File: config.mk
export PLATFORM = sky130hd
export DESIGN_NAME = multicycle_controller_flat
export DESIGN_NICKNAME = d
export VERILOG_FILES = /design/src/rtl/mctrl_pkg.sv /design/src/rtl/mctrl_if.sv /design/src/rtl/mctrl_decode.sv /design/src/rtl/multicycle_controller.sv /design/src/flat_wrapper.sv
export SDC_FILE = /design/constraint.sdc
export NUM_CORES = 1
export LEC_CHECK = 0
export ABC_AREA = 1
export ABC_CLOCK_PERIOD_IN_PS = 4700
export CORE_MARGIN = 1
export CORE_UTILIZATION = 35
export CTS_CLUSTER_SIZE = 20
export DETAILED_ROUTE_END_ITERATION = 12
export PLACE_DENSITY_LB_ADDON = 0.08
export SLEW_MARGIN = 5
export SYNTH_ARGS = -nofsm -noshare
export SYNTH_HDL_FRONTEND = slang
export SYNTH_HIERARCHICAL = 1
export SYNTH_SLANG_ARGS = --single-unit
File: constraint.sdc
create_clock -name clk -period 4.7 [get_ports clk]
set_input_delay 0.47 -clock clk [delete_from_list [all_inputs] [get_ports clk]]
set_output_delay 0.47 -clock clk [all_outputs]
set_load 0.05 [all_outputs]
File: src/rtl/mctrl_pkg.sv
// Shared types and encodings for the multi-cycle RV32I controller: FSM states,
// opcode classes, immediate/ALU select codes and trap causes.
package mctrl_pkg;

    localparam int ILEN = 32;

    typedef enum logic [2:0] {
        ST_FETCH  = 3'd0,
        ST_DECODE = 3'd1,
        ST_EXEC   = 3'd2,
        ST_MEM    = 3'd3,
        ST_WB     = 3'd4,
        ST_TRAP   = 3'd5
    } state_t;

    typedef enum logic [2:0] {
        CL_R      = 3'd0,
        CL_I      = 3'd1,
        CL_LOAD   = 3'd2,
        CL_STORE  = 3'd3,
        CL_BRANCH = 3'd4,
        CL_ILL    = 3'd5
    } iclass_t;

    localparam logic [6:0] OP_R      = 7'b0110011;
    localparam logic [6:0] OP_I      = 7'b0010011;
    localparam logic [6:0] OP_LOAD   = 7'b0000011;
    localparam logic [6:0] OP_STORE  = 7'b0100011;
    localparam logic [6:0] OP_BRANCH = 7'b1100011;

    localparam logic [1:0] IMM_I = 2'b00;
    localparam logic [1:0] IMM_S = 2'b01;
    localparam logic [1:0] IMM_B = 2'b10;

    localparam logic [1:0] CAUSE_NONE         = 2'b00;
    localparam logic [1:0] CAUSE_ILLEGAL      = 2'b01;
    localparam logic [1:0] CAUSE_DMEM_TIMEOUT = 2'b10;

    localparam logic [3:0] ALU_ADD = 4'b0000;
    localparam logic [3:0] ALU_SUB = 4'b1000;

    typedef struct packed {
        iclass_t    iclass;
        logic [1:0] imm_sel;
        logic       alu_src_b;
        logic [3:0] alu_op;
        logic       wb_sel;
    } ctrl_t;

endpackage

File: src/rtl/mctrl_if.sv
// Instruction and data memory req/ready handshake bundle.
// master = controller side, slave = memory side.
interface mctrl_if;
    import mctrl_pkg::*;

    logic            imem_req;
    logic            imem_ready;
    logic [ILEN-1:0] imem_rdata;
    logic            dmem_req;
    logic            dmem_we;
    logic            dmem_ready;

    modport master (
        output imem_req, dmem_req, dmem_we,
        input  imem_ready, imem_rdata, dmem_ready
    );

    modport slave (
        input  imem_req, dmem_req, dmem_we,
        output imem_ready, imem_rdata, dmem_ready
    );
endinterface

File: src/rtl/mctrl_decode.sv
// Combinational opcode/funct decoder producing datapath control fields.
// Zero latency; no handshake.
module mctrl_decode
    import mctrl_pkg::*;
(
    input  logic [6:0] opcode,
    input  logic [2:0] funct3,
    input  logic       alt,
    output ctrl_t      ctrl
);

    always_comb begin
        ctrl.iclass    = CL_ILL;
        ctrl.imm_sel   = IMM_I;
        ctrl.alu_src_b = 1'b0;
        ctrl.alu_op    = ALU_ADD;
        ctrl.wb_sel    = 1'b0;
        case (opcode)
            OP_R: begin
                ctrl.iclass = CL_R;
                ctrl.alu_op = {alt, funct3};
            end
            OP_I: begin
                // only the shift-right immediates use bit 30 as the SRA/SRL select
                ctrl.iclass    = CL_I;
                ctrl.alu_src_b = 1'b1;
                ctrl.alu_op    = {alt & (funct3 == 3'b101), funct3};
            end
            OP_LOAD: begin
                ctrl.iclass    = CL_LOAD;
                ctrl.alu_src_b = 1'b1;
                ctrl.wb_sel    = 1'b1;
            end
            OP_STORE: begin
                ctrl.iclass    = CL_STORE;
                ctrl.imm_sel   = IMM_S;
                ctrl.alu_src_b = 1'b1;
            end
            OP_BRANCH: begin
                ctrl.iclass  = CL_BRANCH;
                ctrl.imm_sel = IMM_B;
                ctrl.alu_op  = ALU_SUB;
            end
            default: ;
        endcase
    end

endmodule

File: src/rtl/multicycle_controller.sv
// Multi-cycle RV32I sequencer (FETCH/DECODE/EXEC/MEM/WB/TRAP); 3-5 cycles/instr, stalls on imem/dmem ready.
// MEM waits bounded by MEM_TIMEOUT; MCTRL_PERF_CNT_EN adds cycle/instret counters.
module multicycle_controller
    import mctrl_pkg::*;
#(
    parameter int XLEN        = 32,
    parameter int MEM_TIMEOUT = 16,
    parameter int CNT_W       = 32
) (
    input  logic            clk,
    input  logic            rst,
    mctrl_if.master         mem,
    input  logic            br_taken,
    output logic [XLEN-1:0] ir_o,
    output logic [1:0]      imm_sel,
    output logic            alu_src_b,
    output logic [3:0]      alu_op,
    output logic            pc_we,
    output logic            pc_src,
    output logic            reg_we,
    output logic            wb_sel,
    output logic            trap,
    output logic [1:0]      trap_cause
`ifdef MCTRL_PERF_CNT_EN
    ,
    output logic [CNT_W-1:0] cycle_cnt,
    output logic [CNT_W-1:0] instret_cnt
`endif
);

    state_t      state;
    state_t      state_nxt;
    ctrl_t       ctrl;
    logic [31:0] tcnt;
    logic        tmo;

    mctrl_decode u_decode (
        .opcode (ir_o[6:0]),
        .funct3 (ir_o[14:12]),
        .alt    (ir_o[30]),
        .ctrl   (ctrl)
    );

    assign imm_sel   = ctrl.imm_sel;
    assign alu_src_b = ctrl.alu_src_b;
    assign alu_op    = ctrl.alu_op;
    assign wb_sel    = ctrl.wb_sel;
    assign trap      = (state == ST_TRAP);

    // tcnt holds the wait cycles already spent, so this is the last permitted one
    assign tmo = (MEM_TIMEOUT != 0) && (tcnt == 32'(MEM_TIMEOUT - 1));

    always_ff @(posedge clk or posedge rst) begin
        if (rst) begin
            state <= ST_FETCH;
        end else begin
            state <= state_nxt;
        end
    end

    always_comb begin
        state_nxt = state;
        case (state)
            ST_FETCH:  if (mem.imem_ready) state_nxt = ST_DECODE;
            ST_DECODE: state_nxt = (ctrl.iclass == CL_ILL) ? ST_TRAP : ST_EXEC;
            ST_EXEC: begin
                case (ctrl.iclass)
                    CL_LOAD, CL_STORE: state_nxt = ST_MEM;
                    CL_BRANCH:         state_nxt = ST_FETCH;
                    default:           state_nxt = ST_WB;
                endcase
            end
            ST_MEM: begin
                if (mem.dmem_ready) begin
                    state_nxt = (ctrl.iclass == CL_STORE) ? ST_FETCH : ST_WB;
                end else if (tmo) begin
                    state_nxt = ST_TRAP;
                end
            end
            ST_WB:   state_nxt = ST_FETCH;
            ST_TRAP: state_nxt = ST_TRAP;
            default: state_nxt = ST_FETCH;
        endcase
    end

    // strobes are forced low while rst is held, even though state already reads FETCH
    always_comb begin
        mem.imem_req = 1'b0;
        mem.dmem_req = 1'b0;
        mem.dmem_we  = 1'b0;
        pc_we        = 1'b0;
        pc_src       = 1'b0;
        reg_we       = 1'b0;
        if (!rst) begin
            case (state)
                ST_FETCH: mem.imem_req = 1'b1;
                ST_EXEC: begin
                    if (ctrl.iclass == CL_BRANCH) begin
                        pc_we  = 1'b1;
                        pc_src = br_taken;
                    end
                end
                ST_MEM: begin
                    mem.dmem_req = 1'b1;
                    mem.dmem_we  = (ctrl.iclass == CL_STORE);
                    pc_we        = (ctrl.iclass == CL_STORE) && mem.dmem_ready;
                end
                ST_WB: begin
                    reg_we = 1'b1;
                    pc_we  = 1'b1;
                end
                default: ;
            endcase
        end
    end

    always_ff @(posedge clk or posedge rst) begin
        if (rst) begin
            ir_o <= '0;
        end else if (state == ST_FETCH && mem.imem_ready) begin
            ir_o <= mem.imem_rdata;
        end
    end

    always_ff @(posedge clk or posedge rst) begin
        if (rst) begin
            tcnt <= '0;
        end else if (state == ST_MEM && state_nxt == ST_MEM) begin
            tcnt <= tcnt + 32'd1;
        end else begin
            tcnt <= '0;
        end
    end

    always_ff @(posedge clk or posedge rst) begin
        if (rst) begin
            trap_cause <= CAUSE_NONE;
        end else if (state != ST_TRAP && state_nxt == ST_TRAP) begin
            trap_cause <= (state == ST_DECODE) ? CAUSE_ILLEGAL : CAUSE_DMEM_TIMEOUT;
        end
    end

`ifdef MCTRL_PERF_CNT_EN
    always_ff @(posedge clk or posedge rst) begin
        if (rst) begin
            cycle_cnt   <= '0;
            instret_cnt <= '0;
        end else begin
            if (state != ST_TRAP) cycle_cnt <= cycle_cnt + CNT_W'(1);
            if (pc_we)            instret_cnt <= instret_cnt + CNT_W'(1);
        end
    end
`else
    localparam int unused_cnt_w = CNT_W;
`endif

endmodule

File: src/flat_wrapper.sv
// flat-port wrapper written by rule: the top's interface ports become plain ports
module multicycle_controller_flat import mctrl_pkg::*;
#(
    parameter int XLEN        = 32,
    parameter int MEM_TIMEOUT = 16,
    parameter int CNT_W       = 32
)
  (clk, rst, br_taken, ir_o, imm_sel, alu_src_b, alu_op, pc_we, pc_src, reg_we, wb_sel, trap, trap_cause, mem_imem_req, mem_dmem_req, mem_dmem_we, mem_imem_ready, mem_imem_rdata, mem_dmem_ready);
  mctrl_if mem_i ();
  input  logic clk;
  input  logic rst;
  input  logic br_taken;
  output logic [XLEN-1:0] ir_o;
  output logic [1:0] imm_sel;
  output logic alu_src_b;
  output logic [3:0] alu_op;
  output logic pc_we;
  output logic pc_src;
  output logic reg_we;
  output logic wb_sel;
  output logic trap;
  output logic [1:0] trap_cause;
  output wire logic [$bits(mem_i.imem_req)-1:0] mem_imem_req;
  output wire logic [$bits(mem_i.dmem_req)-1:0] mem_dmem_req;
  output wire logic [$bits(mem_i.dmem_we)-1:0] mem_dmem_we;
  input wire logic [$bits(mem_i.imem_ready)-1:0] mem_imem_ready;
  input wire logic [$bits(mem_i.imem_rdata)-1:0] mem_imem_rdata;
  input wire logic [$bits(mem_i.dmem_ready)-1:0] mem_dmem_ready;
  assign mem_imem_req = mem_i.imem_req;
  assign mem_dmem_req = mem_i.dmem_req;
  assign mem_dmem_we = mem_i.dmem_we;
  assign mem_i.imem_ready = mem_imem_ready;
  assign mem_i.imem_rdata = mem_imem_rdata;
  assign mem_i.dmem_ready = mem_dmem_ready;
  multicycle_controller #(.XLEN(XLEN), .MEM_TIMEOUT(MEM_TIMEOUT), .CNT_W(CNT_W)) u_core (.clk(clk), .rst(rst), .mem(mem_i), .br_taken(br_taken), .ir_o(ir_o), .imm_sel(imm_sel), .alu_src_b(alu_src_b), .alu_op(alu_op), .pc_we(pc_we), .pc_src(pc_src), .reg_we(reg_we), .wb_sel(wb_sel), .trap(trap), .trap_cause(trap_cause));
endmodule
==> results of run 1 <==
[logic make-up after synthesis]
family,share of synthesized area [%]
AND/OR/NAND/NOR,29.40
buffers and inverters,6.078
adder cells (fa/ha/maj),0.3434
flip-flops,47.39
XOR/XNOR,5.289
AO/OA/AOI/OAI,1.614
multiplexers,9.890
[final cells by class]
cell class | count | share of cell area, %
sequential | 69 | 35.20
multi-input combinational | 305 | 34.57
timing repair buffer | 88 | 17.81
inverter | 46 | 3.520
tap | 133 | 3.393
clock inverter | 7 | 2.985
clock buffer | 9 | 2.526
[cell usage after synthesis, drive strengths merged]
library cell	count	area [um^2]
nand4	5	31.28
o21ai	2	13.76
xnor2	9	78.83
nor3	25	146.4
dfrtp	69	1727
nor4	3	18.77
mux2	32	360.4
nand2	91	359.1
a21oi	5	25.02
inv	46	172.7
buf	6	48.79
and3	1	6.260
nor2	91	372.9
ha	1	12.51
xor2	13	113.9
and2	1	8.760
nor3b	1	7.510
nand3	22	120.1
a31oi	2	12.51
o21bai	1	7.510
[stage by stage]
stage / instances / setup WS [ns] / hold slack (ns) / util [%] / power, W
after CTS: 657 / 1.555 / 0.4891 / 49.49 / 0.002946
after floorplan: 426 / 1.394 / 0.4488 / - / 0.001816
after detailed placement: 641 / 1.945 / 0.4670 / 46.77 / 0.002277
after global routing: 657 / 1.354 / 0.5157 / 49.49 / 0.003061
after global placement: 641 / 2.020 / 0.4616 / 46.77 / 0.002267
final: 657 / 1.582 / 0.4858 / 49.49 / 0.002911
[worst paths after layout]
path                                                  startpoint                                to  slack, ns  cells after the start
worst max-delay path                  u_core/ir_o[3]$_DFFE_PP0P_                             pc_we       1.58                     10
min in group asynchronous                                    rst        u_core/ir_o[4]$_DFFE_PP0P_       0.85                      3
worst min-delay path            u_core/trap_cause[0]$_DFFE_PP0P_  u_core/trap_cause[0]$_DFFE_PP0P_       0.49                      2
worst max register to register          u_core/tcnt[0]$_DFF_PP0_  u_core/trap_cause[1]$_DFFE_PP0P_       2.13                     11
max in group asynchronous                                    rst       u_core/ir_o[30]$_DFFE_PP0P_       3.24                      3
worst min register to register  u_core/trap_cause[0]$_DFFE_PP0P_  u_core/trap_cause[0]$_DFFE_PP0P_       0.49                      2
[flip-flops by register name (all words and copies together), names as in the netlist]
signal,count
u_core/tcnt,32
u_core/state,3
u_core/trap_cause,2
u_core/ir_o,32
[worst max-delay path: stages, from the launching register on]
cell and delay, ns:
dfrtp_1 0.42, inv_2 0.06, nand2_2 0.08, nor2_8 0.13
nand2_2 0.13, nor2_1 0.15, nand2_1 0.12, nor2_1 0.14
nand3_1 0.09, a31oi_1 0.16, clkdlybuf4s50_1 0.82
[per-layer routing]
layer	track usage [%]	wire, um
met1	23.28	4183
met2	27.48	4074
met3	3.759	460
met4	6.531	130
met5	0	0
[power by group]
group	total, W	switching, W	internal, W	leakage (nW)
clock network	0.000656	0.000246	0.000410	0.134
logic	0.00138	0.000886	0.000491	1.06
registers	0.000879	0.000124	0.000755	0.887
==> results by group, run 1 <==
Outcome
  – Status: finished clean

Logic synthesis
  – Post-synth cell types: 30
  – Seq cells post-synth: 69
  – Syn Nets: approximately 460
  – Synth Cell Area: roughly 0.0036 mm^2
  – Cell count after synthesis: 426
  – Register area share after synthesis: a little under half
  – Avg Inst Size Synth: between 8 and 9 um^2
  – Yosys warning count: 6

Finish
  – # fillers: ~990
  – Layout cell share with drive strength beyond 1: between 10% and 20%
  – Commonest non-fill, non-tap cells in the layout: nor2_1 (86), clkdlybuf4s50_1 (85), nand2_1 (84), dfrtp_1 (69), inv_1 (41)
  – Synth-to-Final Area Change: 34.62%
  – Multi-input gate area: ~0.0017 mm^2
  – Ant diodes: 0
  – Sequential standard cell area: approximately 0.0017 mm^2
  – Nets: around 560
  – Design area: 0.004905 mm^2
  – Most common cell after layout, fill and taps aside: nor2_1

Clock tree
  – CTS clk-pin slew, worst paths: 0.08 ns
  – Post-CTS setup buffers: 0
  – CTS root buf: clkbuf_8
  – Cts hold-fix bufs: 0
  – Clock Path Buffers: 2
  – H-tree depth: 3
  – Clock Latency Late Sink: approximately 0.35 ns
  – Sink Count: 69
  – Number of gates resized after cts: 0
  – CTS Buf Count: 9
  – CTS tree: done

Power and ir drop
  – Leak Pwr: roughly 2.1 nW
  – PD cells: slightly below 600 mW/mm^2
  – VDD IR max: around 0.37 mV

Place
  – GPL Wtd Cong: roughly 0.84
  – PortBufs: 85
  – Area post-placement: approximately 0.0046 mm^2
  – DP Wirelength: 6648 um

GRT
  – Vias in the first global route: roughly 3200
  – Global-route usage over all layers: between 10% and 20%
  – First-pass GRT wire length: around 15000 um
  – Largest net degree at the start of global routing: 70
  – Overflow after GRT: 0
  – Initial antenna violation count: 0

Worst setup path
  – Crit-path max FO: 8
  – Critical Path Start Type: register
  – Critical path class: register to primary output
  – WP data arrival: 2.65 ns
  – Critical path capture point type: primary output
  – CP required: approximately 4.2 ns

Floorplan
  – # IOs: 86
  – Starting Density: between 30% and 40%
  – Die Ht: ~100 um
  – Die area: approximately 0.011 mm^2
  – Die width: 104.0 um
  – Cell Rows: 36
  – Core Box Area: roughly 0.0099 mm^2

Timing
  – TNS Setup: 0 ns
  – Slew Viols, Final: 0
  – Crit share post-route: 66.34%
  – Fmax: between 300 and 400 MHz
  – Rel. slew slack: 40.78%
  – Endpoints failing hold: 0
  – Clock skew: 0.01630 ns
  – Worst-margin pin slew: between 0.8 and 0.9 ns
  – RSZ-0062 raised after global routing: no
  – Final setup fails: 0
  – Min Clock Period, post-route: about 3.1 ns

Routing
  – Post-DRT Antenna Nets: 0
  – Avg WL per Cell: between 10 and 15 um
  – Routed WL: a little under 9000 um
  – Initial DRC count: 126
  – Via-to-Cell Ratio: ~4.7
  – Drc violations: 0
  – Total number of vias: approximately 3100
  – TritonRoute pass-1 iters: 4

Worst hold path
  – Min-delay worst type: register to register

Job
  – Max_cap viols: 0
Note: power is estimated with default switching activity, not from simulation.
==> run 2, diff against run 1 <==
- ABC_CLOCK_PERIOD_IN_PS: 4700 -> 2850
- clock period: 4.7 -> 2.85 ns (I/O delays scaled with it)
==> run 2 against run 1 <==
Design area decreased by 0.79%. Worst hold slack worse by 0.039 ns. Sequential power grew 65%. Utilization down 0.39 points. Routed wire length shrank 0.94%. Worst setup slack got worse by 1.2 ns. Sequential cell count stayed put. Critical endpoint is now mem_dmem_we. Largest cell class unchanged.
==> results by group, run 2 (same netlist as run 1, synthesis figures left out) <==
Clock tree
  – CTS Buf Count: 9 (unchanged)
  – Sink Count: 69 (unchanged)
  – Cts hold-fix bufs: 0 (unchanged)
  – CTS clk-pin slew, worst paths: 0.08 ns (about the same)
  – Clock Latency Late Sink: 0.33 ns (-0.02 ns)
  – H-tree depth: 3 (unchanged)
  – CTS root buf: clkbuf_8
  – Clock Path Buffers: 2 (unchanged)
  – CTS tree: done

Finish
  – Ant diodes: 0 (unchanged)
  – Most common cell after layout, fill and taps aside: nor2_1
  – Non-Filler Instances: 658 (+0.15%)
  – Layout cell share with drive strength beyond 1: 14.48% (+0.16 points)
  – Nets: 558 (+0.18%)
  – Synth-to-Final Area Change: 33.55%
  – Commonest non-fill, non-tap cells in the layout: nor2_1 (86), nand2_1 (84), clkdlybuf4s50_1 (82), dfrtp_1 (69), inv_1 (41)
  – Largest registers: u_core/ir_o (32), u_core/tcnt (32), u_core/state (3)

Worst setup path
  – Critical path class: register to primary output
  – Crit path buffers/inverters: 3 (+1)
  – Critical path capture point type: primary output
  – Crit-path max FO: 9 (+1)
  – Slowest-stage cell, CP: dfrtp_1
  – CP required: 2.57 ns (-1.66 ns)
  – Critical Path Start Type: register
  – WP data arrival: 2.16 ns (-0.49 ns)
  – Crit-path leading delay family: buffers and inverters
  – Worst-path cell chain: inv_1 -> nand2_2 -> nor2_1 -> nand2_1 -> nand3_1 -> inv_1 -> nor4_2 -> dlymetal6s2s_1
  – CP most frequent cell: inv_1
  – CP max stage delay: 0.48 ns (-0.34 ns)

Power and ir drop
  – PD cells: 940.8 mW/mm^2 (+58%)
  – Leak Pwr: 2.074 nW (-0.19%)
  – VDD IR max: 0.5715 mV (+52%)

Floorplan
  – Core Box Area: 0.009910 mm^2 (unchanged)
  – Die width: 104.0 um (unchanged)
  – Die Ht: 104.0 um (unchanged)
  – Cell Rows: 36 (unchanged)
  – # IOs: 86 (unchanged)
  – Starting Density: 36.77% (unchanged)
  – Die area: 0.01082 mm^2 (unchanged)

Timing
  – Slew Viols, Final: 0 (unchanged)
  – TNS Setup: 0 ns (unchanged)
  – Crit share post-route: between 80% and 90%
  – Min Clock Period, post-route: about 2.4 ns
  – Clock skew: 0.01020 ns (-0.006102 ns)
  – Final setup fails: 0 (unchanged)
  – Fmax: 409.0 MHz
  – Endpoints failing hold: 0 (unchanged)
  – Worst-margin pin slew: 0.6871 ns (-0.2012 ns)
  – Rel. slew slack: 54.20% (+13 points)
  – RSZ-0062 raised after global routing: no

GRT
  – Overflow after GRT: 0 (unchanged)
  – Initial antenna violation count: 0 (unchanged)
  – Vias in the first global route: 3120 (-1.7%)
  – Largest net degree at the start of global routing: 53 (-24%)
  – First-pass GRT wire length: 14800 um (-1.7%)
  – Global-route usage over all layers: 16.99% (-0.37 points)

Worst hold path
  – Min-delay worst type: primary input to asynchronous set/reset pin

Outcome
  – Status: finished clean

Place
  – PortBufs: 85 (unchanged)
  – Placed cell count: 642 (+0.16%)
  – GPL Wtd Cong: 0.8861 (+5.6%)
  – DP Wirelength: 6543 um (-1.6%)

Routing
  – Post-DRT Antenna Nets: 0 (unchanged)
  – Drc violations: 0 (unchanged)
  – Avg WL per Cell: 13.32 um (-1.1%)
  – Initial DRC count: 138 (+9.5%)
  – TritonRoute pass-1 iters: 4 (unchanged)
  – Total number of vias: 3073 (-0.97%)
  – Via-to-Cell Ratio: 4.670 (-1.1%)
  – Routed WL: 8766 um (-0.94%)

Job
  – Max_cap viols: 0 (unchanged)
run 2: final cells by class:
cell class | instances | area (um^2)
clock buffer | 12 | 135.1
clock inverter | 4 | 72.57
fill | 988 | 5044
inverter | 46 | 172.7
multi-input combinational | 305 | 1702
sequential | 69 | 1727
tap | 133 | 166.4
timing repair buffer | 89 | 890.9
run 2: repair_timing:
action | CTS | global route
setup buffers | 0 | 0
gates resized for setup | 0 | 1
setup endpoints to repair | 0 | 1
run 2: metal layers:
layer  track usage, %  wire (um)  part of all wire (%)
met1            22.36       4092                    47
met2            27.76       4176                    48
met3            3.759        439                   5.0
met4            5.408         58                  0.66
met5                0          0                     0
run 2: path summary, 6_finish.rpt:
kind | from | to | slack, ns | cells past startpoint
hold reg to reg | u_core/trap_cause[1]$_DFFE_PP0P_ | u_core/trap_cause[1]$_DFFE_PP0P_ | 0.49 | 2
setup / recovery | u_core/ir_o[4]$_DFFE_PP0P_ | mem_dmem_we | 0.40 | 8
min in group clk | u_core/trap_cause[1]$_DFFE_PP0P_ | u_core/trap_cause[1]$_DFFE_PP0P_ | 0.49 | 2
setup reg to reg | u_core/tcnt[0]$_DFF_PP0_ | u_core/tcnt[2]$_DFF_PP0_ | 0.79 | 10
max in group asynchronous | rst | u_core/tcnt[5]$_DFF_PP0_ | 1.37 | 3
hold / removal | rst | u_core/trap_cause[1]$_DFFE_PP0P_ | 0.45 | 2
run 2: worst register-to-register path, stage by stage (launching register included):
cell	delay, ns
dfrtp_1	0.39
ha_1	0.25
nand3_1	0.10
buf_4	0.17
nor2_1	0.10
nand2_1	0.10
o21ai_2	0.18
buf_4	0.33
inv_1	0.17
o21ai_0	0.11
a21oi_1	0.05
run 2: power breakdown:
group,switching [W],internal (W),total (W)
Combinational,0.00146,0.000808,0.00227
Sequential,0.000202,0.00124,0.00145
Clock,0.000370,0.000493,0.000863
run 2: through the flow:
stage / setup slack (ns) / utilization (%) / cell area (um^2) / power, W / hold slack [ns]
final: 0.4049 / 49.10 / 4866 / 0.004578 / 0.4465
after floorplan: 0.008226 / - / 3650 / 0.002996 / 0.4356
after global routing: 0.2049 / 49.10 / 4866 / 0.004807 / 0.4973
after detailed placement: 0.3830 / 46.98 / 4656 / 0.003747 / 0.4678
after global placement: 0.4359 / 46.98 / 4656 / 0.003727 / 0.4639
after CTS: 0.002303 / 49.08 / 4863 / 0.004635 / 0.4660
==> run 3, diff against run 2 <==
- ABC_CLOCK_PERIOD_IN_PS: 2850 -> unset
- CORE_UTILIZATION: 35 -> 45
==> run 3 against run 2 <==
Via count increased by 0.68%. Design area decreased by 0.59%. Largest power group unchanged. Clock skew fell by 0.00069 ns. Cell count is 4.9% lower. Utilization rose by 13 points. Worst setup slack got worse by 0.021 ns. Die area fell by 22%. First-iteration DRC count increased by 23%. Combinational power hardly changed.
==> results by group, run 3 (same netlist as run 1, synthesis figures left out) <==
Place
  – GPL Wtd Cong: 0.9517 (+7.4%)
  – DP Wirelength: 6319 um (-3.4%)
  – Area post-placement: 0.004597 mm^2 (-1.3%)
  – PortBufs: 85 (unchanged)

Power and ir drop
  – Leak Pwr: 2.089 nW (+0.75%)
  – Total power: 0.004655 W (+1.7%)
  – Clock Power Share: 20.3% (+1.5 points)
  – Internal Power: 0.002631 W (+3.4%)
  – Seq pwr share: 31.0% (-0.6 points)
  – NetSw: 0.002024 W (-0.39%)
  – PD cells: 962.4 mW/mm^2 (+2.3%)
  – Switch share: 43.47% (-0.91 points)
  – VDD IR max: 0.8258 mV (+45%)
  – Logic pwr share: 48.7% (-0.8 points)

Worst setup path
  – Crit-path max FO: 8 (-1)
  – Critical path capture point type: primary output
  – Critical path class: register to primary output
  – CP required: 2.57 ns (about the same)
  – Critical Path Start Type: register
  – WP data arrival: 2.18 ns (+0.02 ns)

Finish
  – Design area: 0.004837 mm^2 (-0.59%)
  – Largest registers: u_core/ir_o (32), u_core/tcnt (32), u_core/state (3)
  – Nets: 557 (-0.18%)
  – Layout cell share with drive strength beyond 1: 14.89% (+0.41 points)
  – # fillers: 685 (-31%)
  – Ant diodes: 0 (unchanged)
  – Commonest non-fill, non-tap cells in the layout: nor2_1 (86), nand2_1 (84), clkdlybuf4s50_1 (82), dfrtp_1 (69), inv_1 (41)
  – Synth-to-Final Area Change: 32.76%
  – Sequential standard cell area: 0.001727 mm^2 (unchanged)
  – Most common cell after layout, fill and taps aside: nor2_1
  – Multi-input gate area: 0.001702 mm^2 (unchanged)

Timing
  – Clock skew: 0.009508 ns (-0.0006903 ns)
  – Worst-margin pin slew: 0.8680 ns (+0.1809 ns)
  – Crit share post-route: 86.53% (+0.74 points)
  – Slew Viols, Final: 0 (unchanged)
  – RSZ-0062 raised after global routing: no
  – Fmax: 405.5 MHz (-0.86%)
  – Min Clock Period, post-route: 2.466 ns (+0.02119 ns)
  – Rel. slew slack: 42.13% (-12 points)
  – TNS Setup: 0 ns (unchanged)
  – Endpoints failing hold: 0 (unchanged)
  – Final setup fails: 0 (unchanged)

Routing
  – Drc violations: 0 (unchanged)
  – Routed WL: 8496 um (-3.1%)
  – Avg WL per Cell: 13.57 um (+1.9%)
  – TritonRoute pass-1 iters: 4 (unchanged)
  – Post-DRT Antenna Nets: 0 (unchanged)
  – Initial DRC count: 170 (+23%)
  – Total number of vias: 3094 (+0.68%)
  – Via-to-Cell Ratio: 4.942 (+5.8%)

Job
  – Max_cap viols: 0 (unchanged)

Clock tree
  – Clock Latency Late Sink: 0.33 ns (about the same)
  – H-tree depth: 3 (unchanged)
  – Clock Path Buffers: 2 (unchanged)
  – CTS Buf Count: 9 (unchanged)
  – Sink Count: 69 (unchanged)
  – CTS tree: done
  – CTS root buf: clkbuf_8
  – CTS clk-pin slew, worst paths: 0.08 ns (about the same)

GRT
  – Vias in the first global route: 2985 (-4.3%)
  – Largest net degree at the start of global routing: 70 (+32%)
  – Initial antenna violation count: 0 (unchanged)
  – Overflow after GRT: 0 (unchanged)
  – First-pass GRT wire length: 14170 um (-4.2%)
  – Global-route usage over all layers: 21.42% (+4.4 points)

Floorplan
  – Core Box Area: 0.007767 mm^2 (-22%)
  – Die Ht: 91.98 um (-12%)
  – Die area: 0.008460 mm^2 (-22%)
  – Starting Density: 46.91% (+10 points)
  – Die width: 91.98 um (-12%)
  – Cell Rows: 32 (-11%)
  – # IOs: 86 (unchanged)

Worst hold path
  – Min-delay worst type: register to register

Outcome
  – Status: finished clean
[run 3: per-stage QoR]
step	utilization, %	hold WS [ns]	std cells	worst slack [ns]
after floorplan	-	0.4356	426	0.008226
after global placement	59.18	0.4580	610	0.4630
after detailed placement	59.18	0.4586	610	0.4031
after CTS	62.24	0.4772	626	0.02899
after global routing	62.27	0.5083	626	0.2318
final	62.27	0.4711	626	0.3838
[run 3: path summary, 6_finish.rpt]
check / from / depth (start not counted) / slack, ns / endpoint
min: u_core/trap_cause[1]$_DFFE_PP0P_ / 2 / 0.47 / u_core/trap_cause[1]$_DFFE_PP0P_
max reg2reg: u_core/tcnt[0]$_DFF_PP0_ / 9 / 0.72 / u_core/tcnt[2]$_DFF_PP0_
max: u_core/ir_o[2]$_DFFE_PP0P_ / 6 / 0.38 / alu_src_b
max in group asynchronous: rst / 3 / 1.58 / u_core/state[2]$_DFF_PP0_
min in group asynchronous: rst / 3 / 0.67 / u_core/ir_o[9]$_DFFE_PP0P_
min reg2reg: u_core/trap_cause[1]$_DFFE_PP0P_ / 2 / 0.47 / u_core/trap_cause[1]$_DFFE_PP0P_
[run 3: final cells by class]
| cell class | count | share of cell area [%] |
|---|---|---|
| Sequential cell | 69 | 35.70 |
| Multi-Input combinational cell | 305 | 35.18 |
| Timing Repair Buffer | 88 | 18.00 |
| Inverter | 46 | 3.570 |
| Tap cell | 102 | 2.638 |
| Clock buffer | 9 | 2.561 |
| Clock inverter | 7 | 2.354 |
[run 3: repair_timing]
action	in CTS	in global routing
setup buffers	0	0
hold buffers	0	0
gates resized for setup	0	1
setup endpoints to repair	0	1
[run 3: power by group through the flow]
stage | Clock [W] | Combinational (W) | Sequential [W]
after floorplan | 0 | 0.000688 | 0.00231
after global placement | 0 | 0.00226 | 0.00145
after detailed placement | 0 | 0.00228 | 0.00147
after CTS | 0.000972 | 0.00229 | 0.00145
after global routing | 0.00102 | 0.00238 | 0.00149
final | 0.000944 | 0.00227 | 0.00144
[run 3: critical path: stages, from the launching register on]
cell	delay (ns)
dfrtp_1	0.42
inv_2	0.06
nand2_2	0.08
nor2_8	0.13
nand2_2	0.13
a21oi_1	0.19
clkdlybuf4s50_1	0.84
[run 3: routing by layer]
metal  track usage, %  up-vias  routed length (um)
li1                 -     1537                   -
met1            29.63     1451                4034
met2            32.59       96                3907
met3            4.312       10                 415
met4            9.375        0                 140
met5                0        -                   0
